<file path="config.mk">
export PLATFORM = sky130hd
export DESIGN_NAME = cla_sub_serial
export DESIGN_NICKNAME = d
export VERILOG_FILES = /design/src/rtl/cla_sub_serial.sv
export SDC_FILE = /design/constraint.sdc
export NUM_CORES = 1
export LEC_CHECK = 0
export ABC_CLOCK_PERIOD_IN_PS = 3630
export CORE_MARGIN = 4
export CORE_UTILIZATION = 55
export CTS_BUF_LIST = sky130_fd_sc_hd__clkbuf_4 sky130_fd_sc_hd__clkbuf_8
export DETAILED_ROUTE_END_ITERATION = 12
export PLACE_DENSITY = 0.92
export RECOVER_POWER = 25
export SYNTH_ARGS = -nofsm -noshare
export SYNTH_HDL_FRONTEND = slang
export SYNTH_SLANG_ARGS = --single-unit
</file>
<file path="constraint.sdc">
create_clock -name clk -period 3.63 [get_ports clk]
set_input_delay 0.363 -clock clk [delete_from_list [all_inputs] [get_ports clk]]
set_output_delay 0.363 -clock clk [all_outputs]
set_load 0.01 [all_outputs]
</file>
<file path="src/rtl/cla_sub_serial.sv">
// ---------------------------------------------------------------------------
// cla_sub_serial
//   Nibble-serial subtractor: DIFF = A - B - BIN over WIDTH bits, evaluated
//   as A + ~B + ~BIN one 4-bit carry-look-ahead slice per clock. The slice
//   carry is the inverted borrow. Start/busy/done handshake, with
//   NIB = WIDTH/4 cycles from acceptance to the done pulse.
//
//   Optional feature: define CLA_SUB_OVF_EN to add the ovf output
//   (two's-complement overflow of the subtraction).
//
// Ports
//   clk    rising-edge clock
//   rst_n  asynchronous active-low reset
//   start  request, accepted on an edge where busy=0
//   a, b   minuend / subtrahend (WIDTH bits), sampled at acceptance
//   bin    borrow-in, sampled at acceptance
//   busy   high while an operation is in progress
//   done   one-cycle pulse; diff/bout (and ovf) valid from this cycle on
//   diff   A - B - BIN mod 2^WIDTH, held until the next completion
//   bout   borrow-out: 1 iff unsigned A < B + BIN
//   ovf    (CLA_SUB_OVF_EN only) signed overflow of the subtraction
// ---------------------------------------------------------------------------
module cla_sub_serial #(
    parameter int WIDTH = 16
) (
    input  logic             clk,
    input  logic             rst_n,
    input  logic             start,
    input  logic [WIDTH-1:0] a,
    input  logic [WIDTH-1:0] b,
    input  logic             bin,
    output logic             busy,
    output logic             done,
    output logic [WIDTH-1:0] diff,
    output logic             bout
`ifdef CLA_SUB_OVF_EN
    ,
    output logic             ovf
`endif
);

    localparam int NIB = WIDTH / 4;
    localparam int CW  = (NIB > 1) ? $clog2(NIB) : 1;

    generate
        if ((WIDTH % 4) != 0 || WIDTH < 4) begin : g_width_check
            $error("cla_sub_serial: WIDTH must be a multiple of 4 and >= 4");
        end
    endgenerate

    typedef enum logic {
        IDLE = 1'b0,
        RUN  = 1'b1
    } state_t;

    state_t           state_reg, state_next;
    logic [WIDTH-1:0] a_reg, b_inv_reg, res_reg, res_next, diff_reg;
    logic             carry_reg, bout_reg, done_reg;
    logic [CW-1:0]    cnt_reg;
    logic [3:0]       nib_a, nib_b, g, p, sum;
    logic [4:0]       c;
    logic             last;
`ifdef CLA_SUB_OVF_EN
    logic             ovf_reg;
`endif

    // Current nibble of the latched operands; b is stored already inverted.
    assign nib_a = a_reg[{cnt_reg, 2'b00} +: 4];
    assign nib_b = b_inv_reg[{cnt_reg, 2'b00} +: 4];

    genvar gi;
    generate
        for (gi = 0; gi < 4; gi++) begin : g_slice_bits
            assign g[gi]   = nib_a[gi] & nib_b[gi];
            assign p[gi]   = nib_a[gi] ^ nib_b[gi];
            assign sum[gi] = p[gi] ^ c[gi];
        end
    endgenerate

    // Look-ahead carries, all derived from the slice carry-in c[0].
    assign c[0] = carry_reg;
    assign c[1] = g[0] | (p[0] & c[0]);
    assign c[2] = g[1] | (p[1] & g[0]) | (p[1] & p[0] & c[0]);
    assign c[3] = g[2] | (p[2] & g[1]) | (p[2] & p[1] & g[0])
                | (p[2] & p[1] & p[0] & c[0]);
    assign c[4] = g[3] | (p[3] & g[2]) | (p[3] & p[2] & g[1])
                | (p[3] & p[2] & p[1] & g[0])
                | (p[3] & p[2] & p[1] & p[0] & c[0]);

    assign last = (cnt_reg == CW'(NIB - 1));

    always_comb begin
        state_next = state_reg;
        // Result with the current slice merged in; on the last slice this is
        // the complete difference that gets published to diff.
        res_next = res_reg;
        res_next[{cnt_reg, 2'b00} +: 4] = sum;
        case (state_reg)
            IDLE: if (start) state_next = RUN;
            RUN:  if (last)  state_next = IDLE;
        endcase
    end

    always_ff @(posedge clk or negedge rst_n) begin
        if (!rst_n) begin
            state_reg <= IDLE;
        end else begin
            state_reg <= state_next;
        end
    end

    always_ff @(posedge clk or negedge rst_n) begin
        if (!rst_n) begin
            a_reg     <= '0;
            b_inv_reg <= '0;
            res_reg   <= '0;
            diff_reg  <= '0;
            carry_reg <= 1'b0;
            bout_reg  <= 1'b0;
            done_reg  <= 1'b0;
            cnt_reg   <= '0;
`ifdef CLA_SUB_OVF_EN
            ovf_reg   <= 1'b0;
`endif
        end else begin
            done_reg <= 1'b0;
            case (state_reg)
                IDLE: begin
                    if (start) begin
                        a_reg     <= a;
                        b_inv_reg <= ~b;
                        carry_reg <= ~bin;
                        cnt_reg   <= '0;
                    end
                end
                RUN: begin
                    res_reg   <= res_next;
                    carry_reg <= c[4];
                    if (last) begin
                        cnt_reg  <= '0;
                        diff_reg <= res_next;
                        bout_reg <= ~c[4];
                        done_reg <= 1'b1;
`ifdef CLA_SUB_OVF_EN
                        // Carry into the MSB vs. carry out of it.
                        ovf_reg  <= c[3] ^ c[4];
`endif
                    end else begin
                        cnt_reg <= cnt_reg + CW'(1);
                    end
                end
            endcase
        end
    end

    assign busy = (state_reg == RUN);
    assign done = done_reg;
    assign diff = diff_reg;
    assign bout = bout_reg;
`ifdef CLA_SUB_OVF_EN
    assign ovf  = ovf_reg;
`endif

endmodule

</file>
==> impl_metrics.xml <==
<?xml version="1.0" encoding="UTF-8"?>
<metrics>
  <group name="worst_setup_path">
    <metric name="crit_path_max_incr_delay" unit="ns">0.69</metric>
    <metric name="timing.critical_path.max_delay_family" unit="">compound AO/OA/AOI/OAI gates</metric>
    <metric name="critical_path.startpoint" unit="">cnt_reg[0]$_DFFE_PN0P_</metric>
    <metric name="critPathRequiredTime" unit="ns">3.85</metric>
    <metric name="cp.buffers_inverters" unit="">0</metric>
    <metric name="cp_cell_sequence" unit="">mux4_2 -&gt; ha_1 -&gt; a41o_1 -&gt; a21oi_1 -&gt; xnor2_1 -&gt; a32o_1</metric>
    <metric name="worst_r2r_startpoint" unit="">cnt_reg[0]$_DFFE_PN0P_</metric>
    <metric name="worstSetupStartpointType" unit="">register</metric>
    <metric name="critical_path.slowest_cell" unit="">sky130_fd_sc_hd__dfrtp_1</metric>
    <metric name="critPathKind" unit="">reg2reg</metric>
    <metric name="worst_ep_arrival_time" unit="ns">3.13</metric>
    <metric name="cp-end-kind" unit="">register</metric>
    <metric name="critical_path_peak_fanout" unit="">11</metric>
  </group>
  <group name="floorplanning">
    <metric name="start_util" unit="%">58.03</metric>
    <metric name="fp.coreArea" unit="µm²">5608</metric>
    <metric name="die_w" unit="µm">84.92</metric>
    <metric name="floorplan.die.height" unit="µm">84.92</metric>
    <metric name="die-area" unit="µm²">7211</metric>
    <metric name="io_pins" unit="">55</metric>
    <metric name="site_rows" unit="">27</metric>
  </group>
  <group name="global_routing">
    <metric name="grt_antenna_before_repair" unit="">0</metric>
    <metric name="gr-usage-all-layers" unit="%">20.32</metric>
    <metric name="grt_start_max_net_pins" unit="">40</metric>
    <metric name="wire_length_of_the_first_global_routing_pass" unit="mm">11.69</metric>
    <metric name="globalRouteOverflowTotal" unit="">0</metric>
    <metric name="first_global_vias" unit="">2566</metric>
  </group>
  <group name="job">
    <metric name="maxCapViolCount" unit="">1</metric>
  </group>
  <group name="detailed_routing">
    <metric name="antenna_violating_nets_post_route" unit="">0</metric>
    <metric name="drt_first_iter_violations" unit="">192</metric>
    <metric name="route.vias.total" unit="">2403</metric>
    <metric name="drt_pre_antenna_iters" unit="">4</metric>
    <metric name="vias_per_cell" unit="">5.790</metric>
    <metric name="drc_errors" unit="">0</metric>
    <metric name="wirelength" unit="mm">6.931</metric>
    <metric name="avgRoutedWirePerCell" unit="µm">16.70</metric>
  </group>
  <group name="power">
    <metric name="internal_power" unit="mW">2.346</metric>
    <metric name="p_clk_share" unit="%">16.3</metric>
    <metric name="seq_power_share" unit="%">34.3</metric>
    <metric name="worst_ir_drop_vdd" unit="µV">558.5</metric>
    <metric name="total_leakage_power" unit="nW">1.758</metric>
    <metric name="power.share.switching" unit="%">40.96</metric>
    <metric name="p_per_area" unit="nW/µm²">978.9</metric>
    <metric name="combPwrFrac" unit="%">49.4</metric>
    <metric name="p_sw" unit="mW">1.628</metric>
  </group>
  <group name="sta">
    <metric name="fin_crit" unit="ns">2.905</metric>
    <metric name="worst_tran_pin_value" unit="ns">2.051</metric>
    <metric name="report.final.setup_viol" unit="">0</metric>
    <metric name="timing.final.ws_setup" unit="ns">0.7249</metric>
    <metric name="timing.clock.skew" unit="ns">0.01163</metric>
    <metric name="grt_setup_unrepaired" unit="">false</metric>
    <metric name="setup-tns-final" unit="ns">0</metric>
    <metric name="finalMaxSlewViolations" unit="">40</metric>
    <metric name="final_min_period_over_clock_period" unit="%">80.03</metric>
    <metric name="timing.max_slew.rel_slack" unit="%">-36.74</metric>
    <metric name="hold_slack" unit="ns">0.4747</metric>
    <metric name="report.final.hold_viol_count" unit="">0</metric>
    <metric name="timing.fmax" unit="GHz">0.3442</metric>
  </group>
  <group name="cells_and_area">
    <metric name="insertedDiodeCount" unit="">0</metric>
    <metric name="top_library_cells_by_usage_in_the_layout_fill_and_taps_aside" unit="">sky130_fd_sc_hd__dfrtp_1, sky130_fd_sc_hd__clkdlybuf4s50_1, sky130_fd_sc_hd__nand2_1</metric>
    <metric name="syn_to_final_growth" unit="%">24.76</metric>
    <metric name="drive_above_1_share" unit="%">13.99</metric>
    <metric name="layout.cells.most_common" unit="">sky130_fd_sc_hd__dfrtp_1</metric>
    <metric name="nets" unit="">386</metric>
  </group>
  <group name="synthesis">
    <metric name="total_number_of_yosys_warnings" unit="">0</metric>
    <metric name="syn_area_per_cell" unit="µm²">11.50</metric>
    <metric name="seq_area_frac_synth" unit="%">53.83</metric>
    <metric name="ys_types" unit="">34</metric>
    <metric name="netlist_area" unit="µm²">3254</metric>
    <metric name="mappedNetlistNets" unit="">331</metric>
    <metric name="post_synth_inst_count" unit="">283</metric>
    <metric name="postSynthRegisterBits" unit="">70</metric>
  </group>
  <group name="worst_hold_path">
    <metric name="hold_path.class" unit="">reg2reg</metric>
    <metric name="holdCritStartpoint" unit="">res_reg[1]$_DFFE_PN0P_</metric>
  </group>
  <group name="clock_network">
    <metric name="worst_setup_hold_path_clk_slew" unit="ns">0.07</metric>
    <metric name="clk_root_buffer_cell" unit="">sky130_fd_sc_hd__clkbuf_8</metric>
    <metric name="cts_inserted_buffers" unit="">9</metric>
    <metric name="cts_hold_repair.buffers" unit="">0</metric>
    <metric name="cts.sink_count" unit="">70</metric>
    <metric name="cts_max_level" unit="">3</metric>
    <metric name="tritoncts_clock_tree" unit="">yes</metric>
    <metric name="worst_skew_pair.late_latency" unit="ns">0.34</metric>
    <metric name="cts_resized" unit="">0</metric>
    <metric name="clk_path_buf_depth" unit="">2</metric>
    <metric name="cts_setup_buffers" unit="">0</metric>
  </group>
  <group name="status">
    <metric name="outcome" unit="">finished with violations</metric>
    <metric name="violated_checks" unit="">capacitance limit, slew limit</metric>
  </group>
  <group name="place">
    <metric name="port_buffers" unit="">54</metric>
    <metric name="dpl_worst_slack" unit="ns">0.7659</metric>
    <metric name="hpwlAfterDp" unit="mm">5.057</metric>
    <metric name="place_congestion" unit="">0.8748</metric>
  </group>
</metrics>
cell type report:
type                    instances  area (µm²)
clock inverters                 3       42.54
multi-input cells             195        1433
flip-flops and latches         70        1752
repair buffers                 58       561.8
well taps                      72       90.09
inverters                       4       15.01
fillers                       420        1548
clock buffers                  13       166.4
power groups by stage:
stage / Clock (mW) / Sequential, mW / Combinational, mW
4_1_cts: 0.659 / 1.37 / 1.95
3_5_place_dp: 0 / 1.38 / 1.94
5_1_grt: 0.700 / 1.41 / 2.15
6_report: 0.648 / 1.36 / 1.96
2_1_floorplan: 0 / 1.29 / 1.40
3_3_place_gp: 0 / 1.36 / 1.85
metrics by stage:
step	power [mW]	cells	area, µm²	util (%)
3_3_place_gp	3.211	399	3855	68.74
3_5_place_dp	3.325	399	3855	68.74
6_report	3.974	415	4060	72.40
5_1_grt	4.266	415	4060	72.40
2_1_floorplan	2.687	283	3254	-
4_1_cts	3.978	415	4064	72.47
worst register-to-register path: cells and delay by family (launching register included):
kind                     cells  cell delay [ns]
flip-flops                   1             0.69
adder cells (fa/ha/maj)      1             0.45
XOR/XNOR                     1             0.20
multiplexers                 1             0.58
AO/OA/AOI/OAI                3             0.86
per-layer routing:
layer  routed length (µm)  part of all wire, %  global-route usage, %  up-vias
li1                     -                    -                      -     1141
met1                 2826                   41                  23.26     1158
met2                 3577                   52                  36.65       87
met3                  415                  6.0                  5.922       17
met4                  111                  1.6                  6.187        0
met5                    0                    0                      0        -
final timing paths:
kind | slack [ns] | to | cells past startpoint
min reg2reg | 0.47 | res_reg[1]$_DFFE_PN0P_ | 2
min in group asynchronous | 0.61 | diff[8]$_DFFE_PN0P_ | 1
min | 0.47 | res_reg[1]$_DFFE_PN0P_ | 2
max reg2reg | 0.72 | res_reg[11]$_DFFE_PN0P_ | 6
max | 0.72 | res_reg[11]$_DFFE_PN0P_ | 6
max in group asynchronous | 1.35 | b_inv_reg[6]$_DFFE_PN0P_ | 2
synthesized netlist by cell type:
cell type | instances | area share, %
sky130_fd_sc_hd__dfrtp_1 | 70 | 54
sky130_fd_sc_hd__nand2_1 | 42 | 4.8
sky130_fd_sc_hd__o21ai_0 | 33 | 5.1
sky130_fd_sc_hd__a21oi_1 | 18 | 2.8
sky130_fd_sc_hd__mux2_2 | 16 | 5.5
sky130_fd_sc_hd__clkbuf_1 | 12 | 1.4
sky130_fd_sc_hd__ha_1 | 11 | 4.2
sky130_fd_sc_hd__a32o_1 | 8 | 2.5
sky130_fd_sc_hd__mux4_2 | 8 | 5.5
sky130_fd_sc_hd__nor3b_1 | 8 | 1.8
sky130_fd_sc_hd__nor2b_1 | 7 | 1.3
sky130_fd_sc_hd__o31ai_1 | 5 | 1.2
sky130_fd_sc_hd__inv_1 | 4 | 0.46
sky130_fd_sc_hd__nand3_1 | 4 | 0.62
sky130_fd_sc_hd__nand4_1 | 4 | 0.77
sky130_fd_sc_hd__or4_1 | 4 | 0.92
sky130_fd_sc_hd__nand2b_1 | 3 | 0.58
sky130_fd_sc_hd__nand4b_1 | 3 | 0.81
sky130_fd_sc_hd__nor2_1 | 3 | 0.35
sky130_fd_sc_hd__a21o_1 | 2 | 0.46
sky130_fd_sc_hd__and4bb_2 | 2 | 0.77
sky130_fd_sc_hd__buf_2 | 2 | 0.31
sky130_fd_sc_hd__xnor2_1 | 2 | 0.54
sky130_fd_sc_hd__xor2_1 | 2 | 0.54
sky130_fd_sc_hd__a21oi_2 | 1 | 0.27
sky130_fd_sc_hd__a22o_1 | 1 | 0.27
sky130_fd_sc_hd__a31oi_1 | 1 | 0.19
sky130_fd_sc_hd__a41o_1 | 1 | 0.31
sky130_fd_sc_hd__and2b_1 | 1 | 0.23
sky130_fd_sc_hd__and4b_1 | 1 | 0.31
sky130_fd_sc_hd__fa_1 | 1 | 0.62
sky130_fd_sc_hd__nor3_1 | 1 | 0.15
sky130_fd_sc_hd__or3_1 | 1 | 0.19
sky130_fd_sc_hd__or3_4 | 1 | 0.35
kinds of logic (layout without fill, tap and decap cells):
group	count (synthesis)	count (layout)	share of synthesized area, %
and+or+nand+nor	85	85	14.07
adders and majority gates	12	12	4.844
AOI/OAI and AO/OA	70	70	12.96
xor gates and xnor gates	4	4	1.077
buffers and inverters	18	78	2.153
DFF	70	70	53.83
muxes	24	24	11.07
Note: power is estimated with default switching activity, not from simulation.
